<file path="config.mk">
export PLATFORM = sky130hd
export DESIGN_NAME = spi_regbank
export DESIGN_NICKNAME = d
export VERILOG_FILES = /design/src/rtl/spi_regbank.sv
export SDC_FILE = /design/constraint.sdc
export NUM_CORES = 1
export LEC_CHECK = 0
export ABC_AREA = 1
export CORE_MARGIN = 2
export CORE_UTILIZATION = 29
export CTS_CLUSTER_SIZE = 24
export DETAILED_ROUTE_END_ITERATION = 8
export RECOVER_POWER = 25
export SYNTH_ARGS = -nofsm -noshare
export SYNTH_HDL_FRONTEND = slang
export SYNTH_SLANG_ARGS = --single-unit
export TNS_END_PERCENT = 10
</file>
<file path="constraint.sdc">
create_clock -name clk -period 2.06 [get_ports clk]
set_input_delay 0.412 -clock clk [delete_from_list [all_inputs] [get_ports clk]]
set_output_delay 0.412 -clock clk [all_outputs]
set_load 0.02 [all_outputs]
</file>
<file path="src/rtl/spi_regbank.sv">
// Register bank driven by strobes from an SPI slave in another clock domain.
// Strobes are synchronised and edge-detected into single-cycle enables for write and read.
module spi_regbank #(
  parameter int         DSZ         = 8,
  parameter int         NREGS       = 4,
  parameter logic [6:0] BASE_ADDR   = 7'h70,
  parameter int         SYNC_STAGES = 2
) (
  input  logic                   clk,
  input  logic                   reset,
  input  logic                   spi_we,
  input  logic                   spi_re,
  input  logic [6:0]             addr,
  input  logic [DSZ-1:0]         wdat,
  output logic [DSZ-1:0]         rdat,
  output logic [NREGS*DSZ-1:0]   regs,
  output logic [DSZ-1:0]         rd_count,
  output logic [DSZ-1:0]         wr_count,
  output logic                   bad_addr
);

  localparam logic [6:0]     CTRL_ADDR = BASE_ADDR - 7'd1;
  localparam logic [6:0]     RDC_ADDR  = BASE_ADDR - 7'd2;
  localparam logic [6:0]     WRC_ADDR  = BASE_ADDR - 7'd3;
  localparam logic [DSZ-1:0] ONE       = {{(DSZ-1){1'b0}}, 1'b1};

  logic [SYNC_STAGES-1:0] we_sync_q, we_sync_d;
  logic [SYNC_STAGES-1:0] re_sync_q, re_sync_d;
  logic [SYNC_STAGES-1:0] vld_q, vld_d;
  logic                   we_prev_q, we_prev_d;
  logic                   re_prev_q, re_prev_d;
  logic                   we_armed_q, we_armed_d;
  logic                   re_armed_q, re_armed_d;
  logic                   we_en_q, we_en_d;
  logic                   re_en_q, re_en_d;
  logic                   we_last, re_last, vld_last;

  assign we_last  = we_sync_q[SYNC_STAGES-1];
  assign re_last  = re_sync_q[SYNC_STAGES-1];
  assign vld_last = vld_q[SYNC_STAGES-1];

  // vld tracks when the synchroniser holds a real post-reset sample; a strobe
  // must be seen low after that before its rising edge is accepted.
  always_comb begin
    we_sync_d  = {we_sync_q[SYNC_STAGES-2:0], spi_we};
    re_sync_d  = {re_sync_q[SYNC_STAGES-2:0], spi_re};
    vld_d      = {vld_q[SYNC_STAGES-2:0], 1'b1};
    we_prev_d  = we_last;
    re_prev_d  = re_last;
    we_armed_d = we_armed_q | (vld_last & ~we_last);
    re_armed_d = re_armed_q | (vld_last & ~re_last);
    we_en_d    = we_last & ~we_prev_q & we_armed_q;
    re_en_d    = re_last & ~re_prev_q & re_armed_q;
  end

  always_ff @(posedge clk or negedge reset) begin
    if (!reset) begin
      we_sync_q  <= '0;
      re_sync_q  <= '0;
      vld_q      <= '0;
      we_prev_q  <= 1'b0;
      re_prev_q  <= 1'b0;
      we_armed_q <= 1'b0;
      re_armed_q <= 1'b0;
      we_en_q    <= 1'b0;
      re_en_q    <= 1'b0;
    end else begin
      we_sync_q  <= we_sync_d;
      re_sync_q  <= re_sync_d;
      vld_q      <= vld_d;
      we_prev_q  <= we_prev_d;
      re_prev_q  <= re_prev_d;
      we_armed_q <= we_armed_d;
      re_armed_q <= re_armed_d;
      we_en_q    <= we_en_d;
      re_en_q    <= re_en_d;
    end
  end

  // Address decode; 8-bit offset avoids wrap when the bank sits near 7'h7F.
  logic [7:0]     offs;
  logic           is_gen;
  logic [DSZ-1:0] rd_sel;

  assign offs   = {1'b0, addr} - {1'b0, BASE_ADDR};
  assign is_gen = (addr >= BASE_ADDR) && (offs < 8'(NREGS));

  genvar gi;
  generate
    for (gi = 0; gi < NREGS; gi++) begin : g_reg
      logic [DSZ-1:0] reg_q, reg_d;

      always_comb begin
        reg_d = reg_q;
        if (we_en_q && is_gen && offs == 8'(gi)) reg_d = wdat;
      end

      always_ff @(posedge clk or negedge reset) begin
        if (!reset) reg_q <= '0;
        else        reg_q <= reg_d;
      end

      assign regs[gi*DSZ +: DSZ] = reg_q;
    end
  endgenerate

  always_comb begin
    rd_sel = '0;
    for (int i = 0; i < NREGS; i++) begin
      if (is_gen && offs == 8'(i)) rd_sel = regs[i*DSZ +: DSZ];
    end
  end

  logic [DSZ-1:0] rdat_q, rdat_d;
  logic [DSZ-1:0] rd_cnt_q, rd_cnt_d;
  logic [DSZ-1:0] wr_cnt_q, wr_cnt_d;
  logic           bad_q, bad_d;
  logic           clr;

  assign clr = we_en_q && (addr == CTRL_ADDR) && wdat[0];

  // Counter registers are read-only, so writes to them count as unmapped.
  always_comb begin
    rdat_d   = rdat_q;
    rd_cnt_d = rd_cnt_q;
    wr_cnt_d = wr_cnt_q;
    bad_d    = bad_q;
    if (we_en_q) begin
      if (is_gen) begin
        wr_cnt_d = wr_cnt_q + ONE;
      end else if (addr == CTRL_ADDR) begin
        if (wdat[0]) begin
          rd_cnt_d = '0;
          wr_cnt_d = '0;
          bad_d    = 1'b0;
        end else begin
          wr_cnt_d = wr_cnt_q + ONE;
        end
      end else begin
        bad_d = 1'b1;
      end
    end
    if (re_en_q) begin
      if (is_gen)                rdat_d = rd_sel;
      else if (addr == RDC_ADDR) rdat_d = rd_cnt_q;
      else if (addr == WRC_ADDR) rdat_d = wr_cnt_q;
      else begin
        rdat_d = '0;
        bad_d  = 1'b1;
      end
      if (!clr) rd_cnt_d = rd_cnt_q + ONE;
    end
  end

  always_ff @(posedge clk or negedge reset) begin
    if (!reset) begin
      rdat_q   <= '0;
      rd_cnt_q <= '0;
      wr_cnt_q <= '0;
      bad_q    <= 1'b0;
    end else begin
      rdat_q   <= rdat_d;
      rd_cnt_q <= rd_cnt_d;
      wr_cnt_q <= wr_cnt_d;
      bad_q    <= bad_d;
    end
  end

  assign rdat     = rdat_q;
  assign rd_count = rd_cnt_q;
  assign wr_count = wr_cnt_q;
  assign bad_addr = bad_q;

endmodule
</file>
* Word level (Yosys, flattened, before mapping)
Index checks and enable logic that the tools add are counted.
Word-level totals: input port bits 19, word-level logic and storage cells 79, register bits after elaboration 69
Operators by class: reductions and logical operators 15, order comparisons 2, mux-type cells 24, bitwise operators 12, equal/unequal tests 6, $add $sub $neg 3
Operators by type and width (number):
- $mux W8 | 16
- $eq A7 B7 Y1 const B | 3
- $add A8 B1 Y8 const B | 2
- $eq A8 B2 Y1 const B | 2
- $logic_and A1 B1 Y1 | 12
- $eq A8 B1 Y1 const B | 1
- $logic_not A8 Y1 | 1
- $lt A8 B3 Y1 const B | 1
- $mux W1 | 8
- $sub A7 B7 Y8 const B | 1
- $ge A7 B7 Y1 const B | 1
- $and A1 B1 Y1 | 6
- $not A1 Y1 | 4
- $or A1 B1 Y1 | 2
- $reduce_and A2 Y1 | 1
- $reduce_bool A2 Y1 | 1

* Longest topological paths before layout
Gate-level depths: netlist of run 1.
word-level depth 9, gate-level depth with buffers 13

* Worst setup path before layout of run 1
Ideal clock, no wire load.
path type in2reg, from input port addr[5], to register rdat_q[5], in the netlist rdat[5], setup time 0.116 ns, path slack 0.281 ns, arrival time 1.663 ns, stages on the path 13, cells stage by stage nand2_2 > inv_2 > ha_1 > nor2_1 > nand2_1 > clkinv_1 > nand2_1 > buf_4 > nand3_1 > nand2_1 > inv_1 > nand2_1 > nand2_1
On the way: word-level cells in the longest chain between the ends 9, elaborated cells on any way between the ends 21, classes of those cells add/sub (1); order compare (2); eq/ne (5); mux (7); reduce/logical (6)
Ends and longest elaborated chain:
- start, declared | line 13 | input logic [6:0] addr,
- $sub A7 B7 Y8 | line 85 | assign offs = {1'b0, addr} - {1'b0, BASE_ADDR};
- $lt A8 B3 Y1 | line 86 | assign is_gen = (addr >= BASE_ADDR) && (offs < 8'(NREGS));
- $logic_and A1 B1 Y1 | line 86
- $logic_and A1 B1 Y1 | line 110 | if (is_gen && offs == 8'(i)) rd_sel = regs[i*DSZ +: DSZ];
- $mux W8 (4 in series) | line 110
- $mux W8 * | line 144 | if (is_gen) rdat_d = rd_sel;
- end signal, assigned | line 162 | rdat_q <= rdat_d;
- end, declared | line 114 | logic [DSZ-1:0] rdat_q, rdat_d;
Every way passes the cells marked *; elsewhere a longest branch is shown, timed or not. A chain may end at the register's enable or synchronous reset.

* Worst setup path after layout of run 1
from input port addr[5], to register wr_cnt_q[2], in the netlist wr_count[2]
On the way: word-level cells in the longest chain between the ends 5, elaborated cells on any way between the ends 8, classes of those cells add/sub (1); order compare (2); eq/ne (1); mux (1); reduce/logical (3)
Ends and longest elaborated chain:
- $sub A7 B7 Y8 | line 85
- $lt A8 B3 Y1 | line 86
- $logic_and A1 B1 Y1 | line 86
- $reduce_bool A2 Y1 (no source line)
- $reduce_and A2 Y1 (no source line)
- end signal, assigned | line 164 | wr_cnt_q <= wr_cnt_d;
- end, declared | line 116 | logic [DSZ-1:0] wr_cnt_q, wr_cnt_d;
Several ways; a longest one is shown, not always the timed one.

==> flow_summary.json, run 1 <==
{
  "cp-start-kind": "input port",
  "route.top_layer_used": "met4",
  "timing.final.hold_violations": 0,
  "final.hold.worst_slack_ns": 0.345,
  "dr.pass1.iters": 4,
  "total_power_uw": 3770,
  "cp.arrival_ns": 2.19,
  "end_kind": "register",
  "endpoint": "wr_count[2]",
  "switching_power_uw": 926,
  "vias": 3046,
  "r2r.worst_path.cells": 6,
  "hold_depth": 0,
  "met2_length_um": 4530,
  "cts_buffer_depth": 2,
  "grt_pass1_vias": 3041,
  "die_y_um": 111,
  "port_buffers": 75,
  "gp_congestion": 0.916,
  "met1_length_um": 4560,
  "clk-insertion-delay-late_ns": 0.33,
  "maxSlewViolCount": 28,
  "vdd_drop_max_mv": 0.484,
  "finalCritPeriodShare": 0.940,
  "fraction_of_power_consumed_by_combinational_cells": 0.123,
  "core_um2": 11300,
  "detail_route.drc_violations": 0,
  "worstReg2RegEnd": "rd_count[0]",
  "number_of_sinks_on_the_clock_net": 69,
  "postRouteWirelength_um": 9480,
  "h-tree-depth": 3,
  "sw_frac_of_total": 0.246,
  "antenna_found_initial": 0,
  "via_per_inst": 4.71,
  "design.die.area_um2": 12400,
  "clock_power_share": 0.475,
  "timing_worst_slew_pin_value_ns": 1.65,
  "share_seq_of_total_power": 0.402,
  "path_max_fanout": 7,
  "reg2reg_from": "we_en_q",
  "non_filler_instance_count_after_layout": 647,
  "start_util": 0.295,
  "clk_root_buffer_cell": "sky130_fd_sc_hd__clkbuf_16",
  "seq_area_frac_synth": 0.516,
  "drive_gt1_frac": 0.131,
  "mappedNetlistNets": 419,
  "grt_start_max_net_pins": 29,
  "grt_pass1_wl_um": 15800,
  "rrSetupSlack_ns": 0.69,
  "nNetsFinal": 521,
  "cp.required_ns": 2.32,
  "final_period_minus_worst_setup_slack_ns": 1.94,
  "fmax_mhz": 516,
  "worst_clock_skew_ns": 0.00779,
  "die_w_um": 111,
  "met3_wirelength_um": 335,
  "critPathLaunch": "addr[5]",
  "timing_worst_setup_path_type": "input port to register",
  "detail-route-antenna-nets": 0,
  "hp-class": "register to register",
  "power.leakage_uw": 0.00220,
  "ys_types": 30,
  "timing.final.setup_violations": 0,
  "status": "complete, but fails checks",
  "synthToLayoutAreaGrowth_pct": 45.2,
  "dp_cells": 629,
  "dpl.hpwl_um": 7070,
  "cts-hold-fix-buffers": 0,
  "tritoncts": "yes",
  "syn_avg_cell_area_um2": 8.42,
  "clkSlewWorstSetupHoldPaths_ns": 0.05,
  "failing_checks": "capacitance limit, slew limit",
  "ios": 76,
  "rows": 39,
  "yosys_warnings": 0,
  "power_per_cell_area_nw_per_um2": 776,
  "relSlewSlack": -0.0988,
  "p_int_uw": 2840,
  "max_cap_viol_count": 1,
  "n_antenna_cell": 0,
  "synthesized_area_um2": 3340,
  "initialDrtViolationCount": 118,
  "syn-instance-count": 397,
  "cts-buffers-inserted": 9,
  "grt_usage": 0.161,
  "flops_latches_synth": 69,
  "avgRoutedWirePerCell_um": 14.7,
  "global_route.overflow_total": 0
}
==> logic make-up (layout without fill, tap and decap cells) <==
group | after synthesis | in the layout | share of synthesized area
compound gates | 52 | 52 | 0.0864
other cells | 1 | 1 | 0.00112
flops | 69 | 69 | 0.516
buf+inv | 48 | 155 | 0.0644
simple gates | 216 | 216 | 0.299
xor+xnor | 8 | 8 | 0.0210
fa+ha+maj | 3 | 3 | 0.0112
==> state kept, by name (all words and copies together) (netlist names) <==
name	count
bad_addr	1
g.reg_q	32
rd_count	8
rdat	8
re_armed_q	1
re_en_q	1
re_prev_q	1
re_sync_q	2
vld_q	2
we_armed_q	1
we_en_q	1
we_prev_q	1
we_sync_q	2
wr_count	8
==> placed cells by master, fill, tap and decap left out, types with 4 or more instances in the layout <==
cell type / instances
sky130_fd_sc_hd__a21oi_1: 6
sky130_fd_sc_hd__inv_1: 30
sky130_fd_sc_hd__xor2_1: 6
sky130_fd_sc_hd__nor2_1: 33
sky130_fd_sc_hd__o211ai_1: 4
sky130_fd_sc_hd__nand4_1: 32
sky130_fd_sc_hd__o21ai_1: 32
sky130_fd_sc_hd__buf_12: 5
sky130_fd_sc_hd__nand2_2: 4
sky130_fd_sc_hd__clkbuf_16: 9
sky130_fd_sc_hd__buf_4: 23
sky130_fd_sc_hd__dfrtp_1: 69
sky130_fd_sc_hd__nand3_1: 35
sky130_fd_sc_hd__nand2_1: 100
sky130_fd_sc_hd__clkdlybuf4s50_1: 72
==> what timing repair did <==
item,CTS,global route
setup endpoints to repair,0,38
setup buffers,0,2
resized for setup,0,11
==> worst max-delay path: stages <==
cell	delay, ns
sky130_fd_sc_hd__clkdlybuf4s50_1	0.44
sky130_fd_sc_hd__nand2_2	0.10
sky130_fd_sc_hd__inv_2	0.04
sky130_fd_sc_hd__ha_1	0.29
sky130_fd_sc_hd__nor2_2	0.10
sky130_fd_sc_hd__nand2_2	0.08
sky130_fd_sc_hd__nor2_4	0.15
sky130_fd_sc_hd__nand2_2	0.11
sky130_fd_sc_hd__nand2_2	0.15
sky130_fd_sc_hd__buf_12	0.12
sky130_fd_sc_hd__a21oi_1	0.05
sky130_fd_sc_hd__nor2_1	0.11
==> synth_stat cells <==
library cell,n,area share
sky130_fd_sc_hd__conb_1,1,0.0011
sky130_fd_sc_hd__o21ai_2,3,0.0079
sky130_fd_sc_hd__nor2_4,2,0.0067
sky130_fd_sc_hd__o211ai_1,4,0.0090
sky130_fd_sc_hd__nor2_1,34,0.038
sky130_fd_sc_hd__nand4_1,32,0.060
sky130_fd_sc_hd__xnor2_1,2,0.0052
sky130_fd_sc_hd__nor3_1,2,0.0030
sky130_fd_sc_hd__buf_6,3,0.010
sky130_fd_sc_hd__nand3_1,35,0.052
sky130_fd_sc_hd__buf_4,1,0.0022
sky130_fd_sc_hd__xor2_1,6,0.016
sky130_fd_sc_hd__a21oi_1,7,0.010
sky130_fd_sc_hd__o21bai_1,2,0.0045
sky130_fd_sc_hd__nor3_2,1,0.0030
sky130_fd_sc_hd__a21o_1,1,0.0022
sky130_fd_sc_hd__o21ai_0,3,0.0045
sky130_fd_sc_hd__clkinv_2,1,0.0015
sky130_fd_sc_hd__buf_2,6,0.0090
sky130_fd_sc_hd__inv_2,2,0.0022
sky130_fd_sc_hd__nand2_2,3,0.0056
sky130_fd_sc_hd__o21ai_1,32,0.048
sky130_fd_sc_hd__inv_1,30,0.034
sky130_fd_sc_hd__nand2_1,102,0.11
sky130_fd_sc_hd__clkbuf_1,2,0.0022
sky130_fd_sc_hd__nand3_2,2,0.0060
sky130_fd_sc_hd__clkinv_1,3,0.0034
sky130_fd_sc_hd__ha_1,3,0.011
sky130_fd_sc_hd__nand2_4,3,0.010
sky130_fd_sc_hd__dfrtp_1,69,0.52
==> stage by stage <==
stage	util	worst slack, ns	TNS [ns]	instance area (um2)
2_1_floorplan	-	0.281	0	3340
3_3_place_gp	0.393	-0.260	-8.92	4450
3_5_place_dp	0.393	-0.308	-10.61	4450
4_1_cts	0.424	0.0356	0	4790
5_1_grt	0.429	-0.00850	-0.0196	4850
6_report	0.429	0.123	0	4850
==> how the worst min path moves through the flow <==
stage                 startpoint            to
detailed placement      vld_q[0]      vld_q[1]
finish                  vld_q[0]      vld_q[1]
CTS                        reset       rdat[1]
global placement        vld_q[0]      vld_q[1]
floorplan                  reset      bad_addr
global route        we_sync_q[0]  we_sync_q[1]
==> power groups by stage <==
stage	sequential [uW]	combinational, uW	clock, uW
after detailed placement	1540	461	0
after global routing	1530	505	1890
after CTS	1510	463	1820
final	1510	462	1790
after global placement	1530	454	0
after floorplan	1580	148	0
==> routing by layer <==
layer  global-route usage  vias to the layer above
met2                0.255                       67
li1                     -                     1528
met4               0.0453                        0
met3               0.0365                        4
met1                0.223                     1447
met5                    0                        -
==> layout make-up <==
| cell class | instances | area (um2) |
|---|---|---|
| fillers | 1115 | 6470 |
| flip-flops and latches | 69 | 1730 |
| multi-input cells | 280 | 1440 |
| repair buffers | 103 | 1020 |
| clock buffers | 10 | 239 |
| well taps | 143 | 179 |
| inverters | 36 | 140 |
| clock inverters | 6 | 109 |
No activity file was read; power rests on OpenSTA's default activity.
==> run 2, diff against run 1 <==
- SKIP_CTS_REPAIR_TIMING: unset -> 1
==> results of run 2 <==
The final DEF is identical to that of run 1; final timing and power are the same.
